File: src/rtl/cdb_arbiter_pkg.sv
// Common-data-bus types shared by the reservation stations, reorder buffer and CDB arbiter.
// Tag 0 means "no producer"; functional unit i produces tag i+1.
package cdb_arbiter_pkg;

   localparam int TAG_W  = 8;
   localparam int DATA_W = 32;
   localparam logic [TAG_W-1:0] TAG_NONE = '0;

   typedef struct packed {
      logic              valid;
      logic [TAG_W-1:0]  tag;
      logic [DATA_W-1:0] value;
      logic              branch;
   } cdb_t;

   function automatic logic [TAG_W-1:0] idx2tag(input int unsigned idx);
      return TAG_W'(idx + 32'd1);
   endfunction

   function automatic int unsigned tag2idx(input logic [TAG_W-1:0] tag);
      return 32'(tag) - 32'd1;
   endfunction

endpackage

File: src/rtl/cdb_arbiter_rr_picker.sv
// Combinational round-robin picker: grants the first requester at or after i_ptr,
// wrapping modulo N. Generic so the issue scheduler can reuse it.
module rr_picker
   import cdb_arbiter_pkg::*;
#(
   parameter int N     = 15,
   parameter int IDX_W = (N > 1) ? $clog2(N) : 1
) (
   input  logic [N-1:0]     i_req,
   input  logic [IDX_W-1:0] i_ptr,
   output logic [N-1:0]     o_grant,
   output logic [IDX_W-1:0] o_idx,
   output logic             o_valid
);

   function automatic logic [IDX_W-1:0] wrap_idx(input logic [IDX_W-1:0] base, input int off);
      int s;
      s = int'(base) + off;
      if (s >= N) s = s - N;
      return IDX_W'(s);
   endfunction

   always_comb begin
      o_grant = '0;
      o_idx   = '0;
      o_valid = 1'b0;
      for (int k = 0; k < N; k++) begin
         if (!o_valid && i_req[wrap_idx(i_ptr, k)]) begin
            o_valid = 1'b1;
            o_idx   = wrap_idx(i_ptr, k);
         end
      end
      if (o_valid) o_grant[o_idx] = 1'b1;
   end

endmodule

File: src/rtl/cdb_arbiter.sv
// CDB arbiter: one holding slot per functional unit, round-robin grant, and a single
// registered broadcast per cycle with a one-hot release back to the reservation station.
module cdb_arbiter #(
   parameter int N_UNITS = 15,
   parameter int DATA_W  = 32,
   parameter int TAG_W   = 8
) (
   input  logic                          clk,
   input  logic                          rst,
   input  logic                          flush,
   input  logic [N_UNITS-1:0]            fu_valid,
   input  logic [N_UNITS*DATA_W-1:0]     fu_value,
   input  logic [N_UNITS-1:0]            fu_branch,
   output logic [N_UNITS-1:0]            fu_ready,
   output logic                          cdb_valid,
   output logic [TAG_W-1:0]              cdb_tag,
   output logic [DATA_W-1:0]             cdb_value,
   output logic                          cdb_branch,
   output logic [N_UNITS-1:0]            rs_release,
   output logic [$clog2(N_UNITS+1)-1:0]  pending_cnt
);
   import cdb_arbiter_pkg::*;

   localparam int IDX_W = (N_UNITS > 1) ? $clog2(N_UNITS) : 1;
   localparam int CNT_W = $clog2(N_UNITS + 1);

   logic [N_UNITS-1:0] r_full;
   logic [DATA_W-1:0]  r_slot_value [N_UNITS];
   logic [N_UNITS-1:0] r_slot_branch;
   logic [IDX_W-1:0]   r_ptr;
   logic [CNT_W-1:0]   r_pending;

   logic               r_cdb_valid_p1;
   logic [TAG_W-1:0]   r_cdb_tag_p1;
   logic [DATA_W-1:0]  r_cdb_value_p1;
   logic               r_cdb_branch_p1;
   logic [N_UNITS-1:0] r_rs_release_p1;

   logic [N_UNITS-1:0] w_grant;
   logic [IDX_W-1:0]   w_gidx;
   logic               w_gvalid;
   logic [N_UNITS-1:0] w_take;
   logic [N_UNITS-1:0] w_full_nxt;

   function automatic logic [CNT_W-1:0] popcount(input logic [N_UNITS-1:0] v);
      logic [CNT_W-1:0] c;
      c = '0;
      for (int i = 0; i < N_UNITS; i++) c = c + CNT_W'(v[i]);
      return c;
   endfunction

   function automatic logic [IDX_W-1:0] next_ptr(input logic [IDX_W-1:0] g);
      return (32'(g) == N_UNITS - 1) ? '0 : g + 1'b1;
   endfunction

   rr_picker #(.N(N_UNITS), .IDX_W(IDX_W)) u_picker (
      .i_req   (r_full),
      .i_ptr   (r_ptr),
      .o_grant (w_grant),
      .o_idx   (w_gidx),
      .o_valid (w_gvalid)
   );

   // A slot can accept while it is being broadcast, so it sustains one result per cycle.
   assign fu_ready   = ~r_full | w_grant | {N_UNITS{flush}};
   assign w_take     = fu_valid & fu_ready;
   assign w_full_nxt = (r_full & ~w_grant) | w_take;

   always_ff @(posedge clk) begin
      for (int i = 0; i < N_UNITS; i++) begin
         if (w_take[i]) begin
            r_slot_value[i]  <= fu_value[i*DATA_W +: DATA_W];
            r_slot_branch[i] <= fu_branch[i];
         end
      end
   end

   // Stage p1: registered CDB broadcast and slot bookkeeping.
   always_ff @(posedge clk) begin
      if (rst || flush) begin
         r_full          <= '0;
         r_pending       <= '0;
         r_cdb_valid_p1  <= 1'b0;
         r_cdb_tag_p1    <= '0;
         r_cdb_value_p1  <= '0;
         r_cdb_branch_p1 <= 1'b0;
         r_rs_release_p1 <= '0;
         if (rst) r_ptr <= '0;
      end else begin
         r_full          <= w_full_nxt;
         r_pending       <= popcount(w_full_nxt);
         r_cdb_valid_p1  <= w_gvalid;
         r_cdb_tag_p1    <= w_gvalid ? TAG_W'(idx2tag(32'(w_gidx))) : '0;
         r_cdb_value_p1  <= w_gvalid ? r_slot_value[w_gidx] : '0;
         r_cdb_branch_p1 <= w_gvalid ? r_slot_branch[w_gidx] : 1'b0;
         r_rs_release_p1 <= w_grant;
         if (w_gvalid) r_ptr <= next_ptr(w_gidx);
      end
   end

   assign cdb_valid   = r_cdb_valid_p1;
   assign cdb_tag     = r_cdb_tag_p1;
   assign cdb_value   = r_cdb_value_p1;
   assign cdb_branch  = r_cdb_branch_p1;
   assign rs_release  = r_rs_release_p1;
   assign pending_cnt = r_pending;

endmodule

File: config.mk
export PLATFORM = sky130hd
export DESIGN_NAME = cdb_arbiter
export DESIGN_NICKNAME = d
export VERILOG_FILES = /design/src/rtl/cdb_arbiter_pkg.sv /design/src/rtl/cdb_arbiter_rr_picker.sv /design/src/rtl/cdb_arbiter.sv
export SDC_FILE = /design/constraint.sdc
export NUM_CORES = 1
export LEC_CHECK = 0
export BUFFER_PORTS_ARGS = -buffer_cell sky130_fd_sc_hd__buf_4
export CAP_MARGIN = 20
export CORE_MARGIN = 1.5
export CORE_UTILIZATION = 40
export DETAILED_ROUTE_END_ITERATION = 8
export HOLD_SLACK_MARGIN = 0.03
export PLACE_DENSITY = 0.67
export SYNTH_ARGS = -nofsm -noshare
export SYNTH_HDL_FRONTEND = slang
export SYNTH_SLANG_ARGS = --single-unit
File: constraint.sdc
create_clock -name clk -period 8.95 [get_ports clk]
set_input_delay 0.4475 -clock clk [delete_from_list [all_inputs] [get_ports clk]]
set_output_delay 0.4475 -clock clk [all_outputs]
set_load 0.02 [all_outputs]
==> summary.md <==
| Metric | Value |
|---|---|
| Hold Path Sink | `r_full[7]$_SDFF_PP0_` |
| Top post-synthesis cells by area | `edfxtp_1 51%, dfxtp_1 5.0%, nand3_1 4.6%, o21ai_0 3.2%, o211ai_1 3.1%` |
| FILL cells | `5,546` |
| Area leader, netlist | `edfxtp_1` |
| Crit path max-delay cell type | `fa_1` |
| Fin. Hold Viols | `0` |
| Clock skew | `63.9 ps` |
| Max_slew headroom | `0.206` |
| EDFF count, synth | `499` |
| Largest net degree at the start of global routing | `102` |
| Residual DRC count | `0` |
| DR iter-0 viols | `4,126` |
| First-pass GRT wire length | `203 mm` |
| Startpoint Class | `register` |
| Via count | `30,000` |
| CTS tree | `built` |
| Final Instance Count excl. Fillers | `4,826` |
| Fin crit share | `0.928` |
| ANT nets after route | `0` |
| Synthesized area | `29,300 sq um` |
| Final WL | `144 mm` |
| Clock root buffer | `clkbuf_16` |
| Warnings from Yosys | `0` |
| Worst flop-to-flop path startpoint | `r_ptr[0]$_SDFFCE_PP0P_` |
| First-pass DRT Iterations | `6` |
| Worst Path Arrival | `8820 ps` |
| Die Area | `74,900 sq um` |
| Worst path bufs/invs | `5` |
| Syn Inst Count | `2,568` |
| Drt via density | `6.21` |
| CP most frequent cell | `fa_1` |
| Clk slew on worst S/H paths | `70 ps` |
| Primary FF master, synth | `edfxtp_1` |
| Reg2Reg Setup Slack | `650 ps` |
| Critical path type | `reg2reg` |
| Starting Density | `0.403` |
| DR WL/cell | `29.8 um` |
| Post-Route Utilization | `0.595` |
| CTS resizes | `0` |
| WP data required | `9470 ps` |
| Clk_lat worst skew | `680 ps` |
| HP Class | `in2reg` |
| Minimum clock period | `8300 ps` |
| Crit path max-delay family | `adder cells` |
| Hold Path Depth | `2` |
| Core area | `72,700 sq um` |
| CTS Buffer Depth | `3` |
| Crit end category | `register` |
| Chip width | `274 um` |
| Num rows | `99` |
| Reg2Reg Depth | `26` |
| Final nets | `4,329` |
| GRT Total Usage | `0.370` |
| Ports | `589` |
| Post-Syn Area per Cell | `11.4 sq um` |
| Crit-path max FO | `9` |
| Worst r2r dst | `pending_cnt[2]$_SDFF_PP0_` |
| Worst Max-Slew Pin Slew | `1190 ps` |
| Register area share after synthesis | `0.561` |
| Detailed placement HPWL | `95.2 mm` |
| Sink Count | `572` |
| Area Growth Syn to Fin | `47.7%` |
| Netlist cell types | `120` |
| Vias in the first global route | `30,400` |
| Final setup violation count | `0` |
| Slew Limit Fails | `0` |
| Status | `finished, final reports clean` |
| Final total negative setup slack | `0 ps` |
| Total CTS buffers | `61` |
| GRT overflow | `0` |
| Initial antenna violation count | `19` |
| Hold Path Origin | `fu_valid[7]` |
| Number of port buffers | `585` |
| Chip height | `274 um` |
| Max Cap Viol | `0` |
| GPL Wtd Cong | `1.10` |
| Layout cell share with drive strength beyond 1 | `0.301` |
| CTS H-Tree Depth | `2` |
| Share of synthesized registers carrying an async set or reset | `0` |
| Max incr delay on CP | `520 ps` |
| Area share of the largest cell type after synthesis | `0.511` |
| Placed Cells | `4,188` |
| #FFs+latches synth | `572` |
| RSZ-0062 raised after global routing | `false` |
| Fmax | `0.120 GHz` |
==> worst max-delay path by stage <==
stage | start | end | slack, ps | cells after the start
after floorplan | r_ptr[0]$_SDFFCE_PP0P_ | pending_cnt[2]$_SDFF_PP0_ | 470 | 37
after global routing | r_ptr[0]$_SDFFCE_PP0P_ | pending_cnt[2]$_SDFF_PP0_ | 240 | 27
after CTS | r_ptr[0]$_SDFFCE_PP0P_ | pending_cnt[2]$_SDFF_PP0_ | 710 | 26
after detailed placement | r_ptr[0]$_SDFFCE_PP0P_ | pending_cnt[2]$_SDFF_PP0_ | 740 | 27
after global placement | r_ptr[0]$_SDFFCE_PP0P_ | pending_cnt[2]$_SDFF_PP0_ | 820 | 27
final | r_ptr[0]$_SDFFCE_PP0P_ | pending_cnt[2]$_SDFF_PP0_ | 650 | 26
==> cells in the final DEF (no fill, tap or decap), drive strengths merged, types with 68 or more instances in the layout <==
| master | n |
|---|---|
| nor2 | 134 |
| nand2 | 151 |
| mux2 | 78 |
| mux2i | 68 |
| dlygate4sd3 | 495 |
| o21ai | 201 |
| nand3 | 269 |
| a21oi | 139 |
| clkbuf | 83 |
| dfxtp | 73 |
| edfxtp | 499 |
| o211ai | 122 |
| buf | 885 |
==> layout make-up <==
type / count / area [sq um] / area share
diodes: 26 / 65.1 / 0.00150
clock buffers: 83 / 1670 / 0.0386
clock inverters: 32 / 310 / 0.00717
inverters: 36 / 135 / 0.00312
multi-input cells: 1738 / 11800 / 0.273
flip-flops and latches: 572 / 16400 / 0.380
well taps: 959 / 1200 / 0.0277
repair buffers: 1380 / 11700 / 0.269
==> cell usage after synthesis, types with 28 or more instances <==
cell,count
edfxtp_1,499
nand3_1,267
o21ai_0,188
nand2_1,150
a21oi_1,131
nor2_1,130
o211ai_1,121
clkbuf_1,118
dfxtp_1,73
mux2_2,70
mux2i_1,67
buf_2,63
nand4_1,46
a311o_1,37
and2_1,34
inv_1,34
nor3_1,28
==> registers in the layout, indices dropped and copies added (netlist names) <==
name	count
cdb_value	32
pending_cnt	4
cdb_tag	5
r_full	15
r_slot_branch	15
r_ptr	4
rs_release	15
cdb_branch	1
r_slot_value	480
cdb_valid	1
==> per-layer routing <==
layer | share of wire | up-vias | GRT usage
li1 | - | 12400 | -
met1 | 0.34 | 14400 | 0.430
met2 | 0.46 | 2471 | 0.588
met3 | 0.11 | 678 | 0.0798
met4 | 0.097 | 6 | 0.307
met5 | 0.00031 | - | 0
==> what timing repair did <==
item	4_1_cts	5_1_grt
endpoints found under the setup margin	0	0
hold endpoints to repair	495	0
buffers inserted	0	0
hold buffers	495	0
==> kinds of logic (layout without fill, tap and decap cells) <==
kind of cell | Yosys count | in the layout | share of synthesized area
AOI/OAI and AO/OA | 746 | 746 | 0.177
xor gates and xnor gates | 29 | 29 | 0.00994
adders and majority gates | 27 | 27 | 0.0141
buffers and inverters | 261 | 1531 | 0.0401
DFF | 572 | 572 | 0.561
muxes | 157 | 157 | 0.0618
other | 1 | 30 | 0.000128
and+or+nand+nor | 775 | 775 | 0.136
==> through the flow <==
step           worst slack [ps]  instance area, sq um  hold WS, ps
6_report                    646                 43300         73.4
5_1_grt                     242                 43300         67.4
4_1_cts                     713                 43200         47.6
3_5_place_dp                741                 36300          627
3_3_place_gp                820                 36300          624
2_1_floorplan               468                 29300          532
==> worst register-to-register path: stages (launching register included) <==
cell,delay (ps)
edfxtp_1,390
inv_1,130
buf_4,130
ha_1,420
inv_1,280
o31a_1,380
mux2i_1,410
a2111oi_0,130
nor4_1,480
nor4_4,100
buf_4,200
o21bai_1,200
o311ai_0,370
o2111ai_1,220
a211oi_2,400
a2111oi_4,110
o41ai_1,500
nor2b_1,310
fa_1,490
fa_1,520
fa_1,440
fa_1,510
inv_1,50
fa_1,410
fa_1,410
xnor2_1,150
nor2_1,60
Power is left out: the tool's default activity adds up to more than one toggle a clock period on the data nets, which glitch-free logic cannot reach.
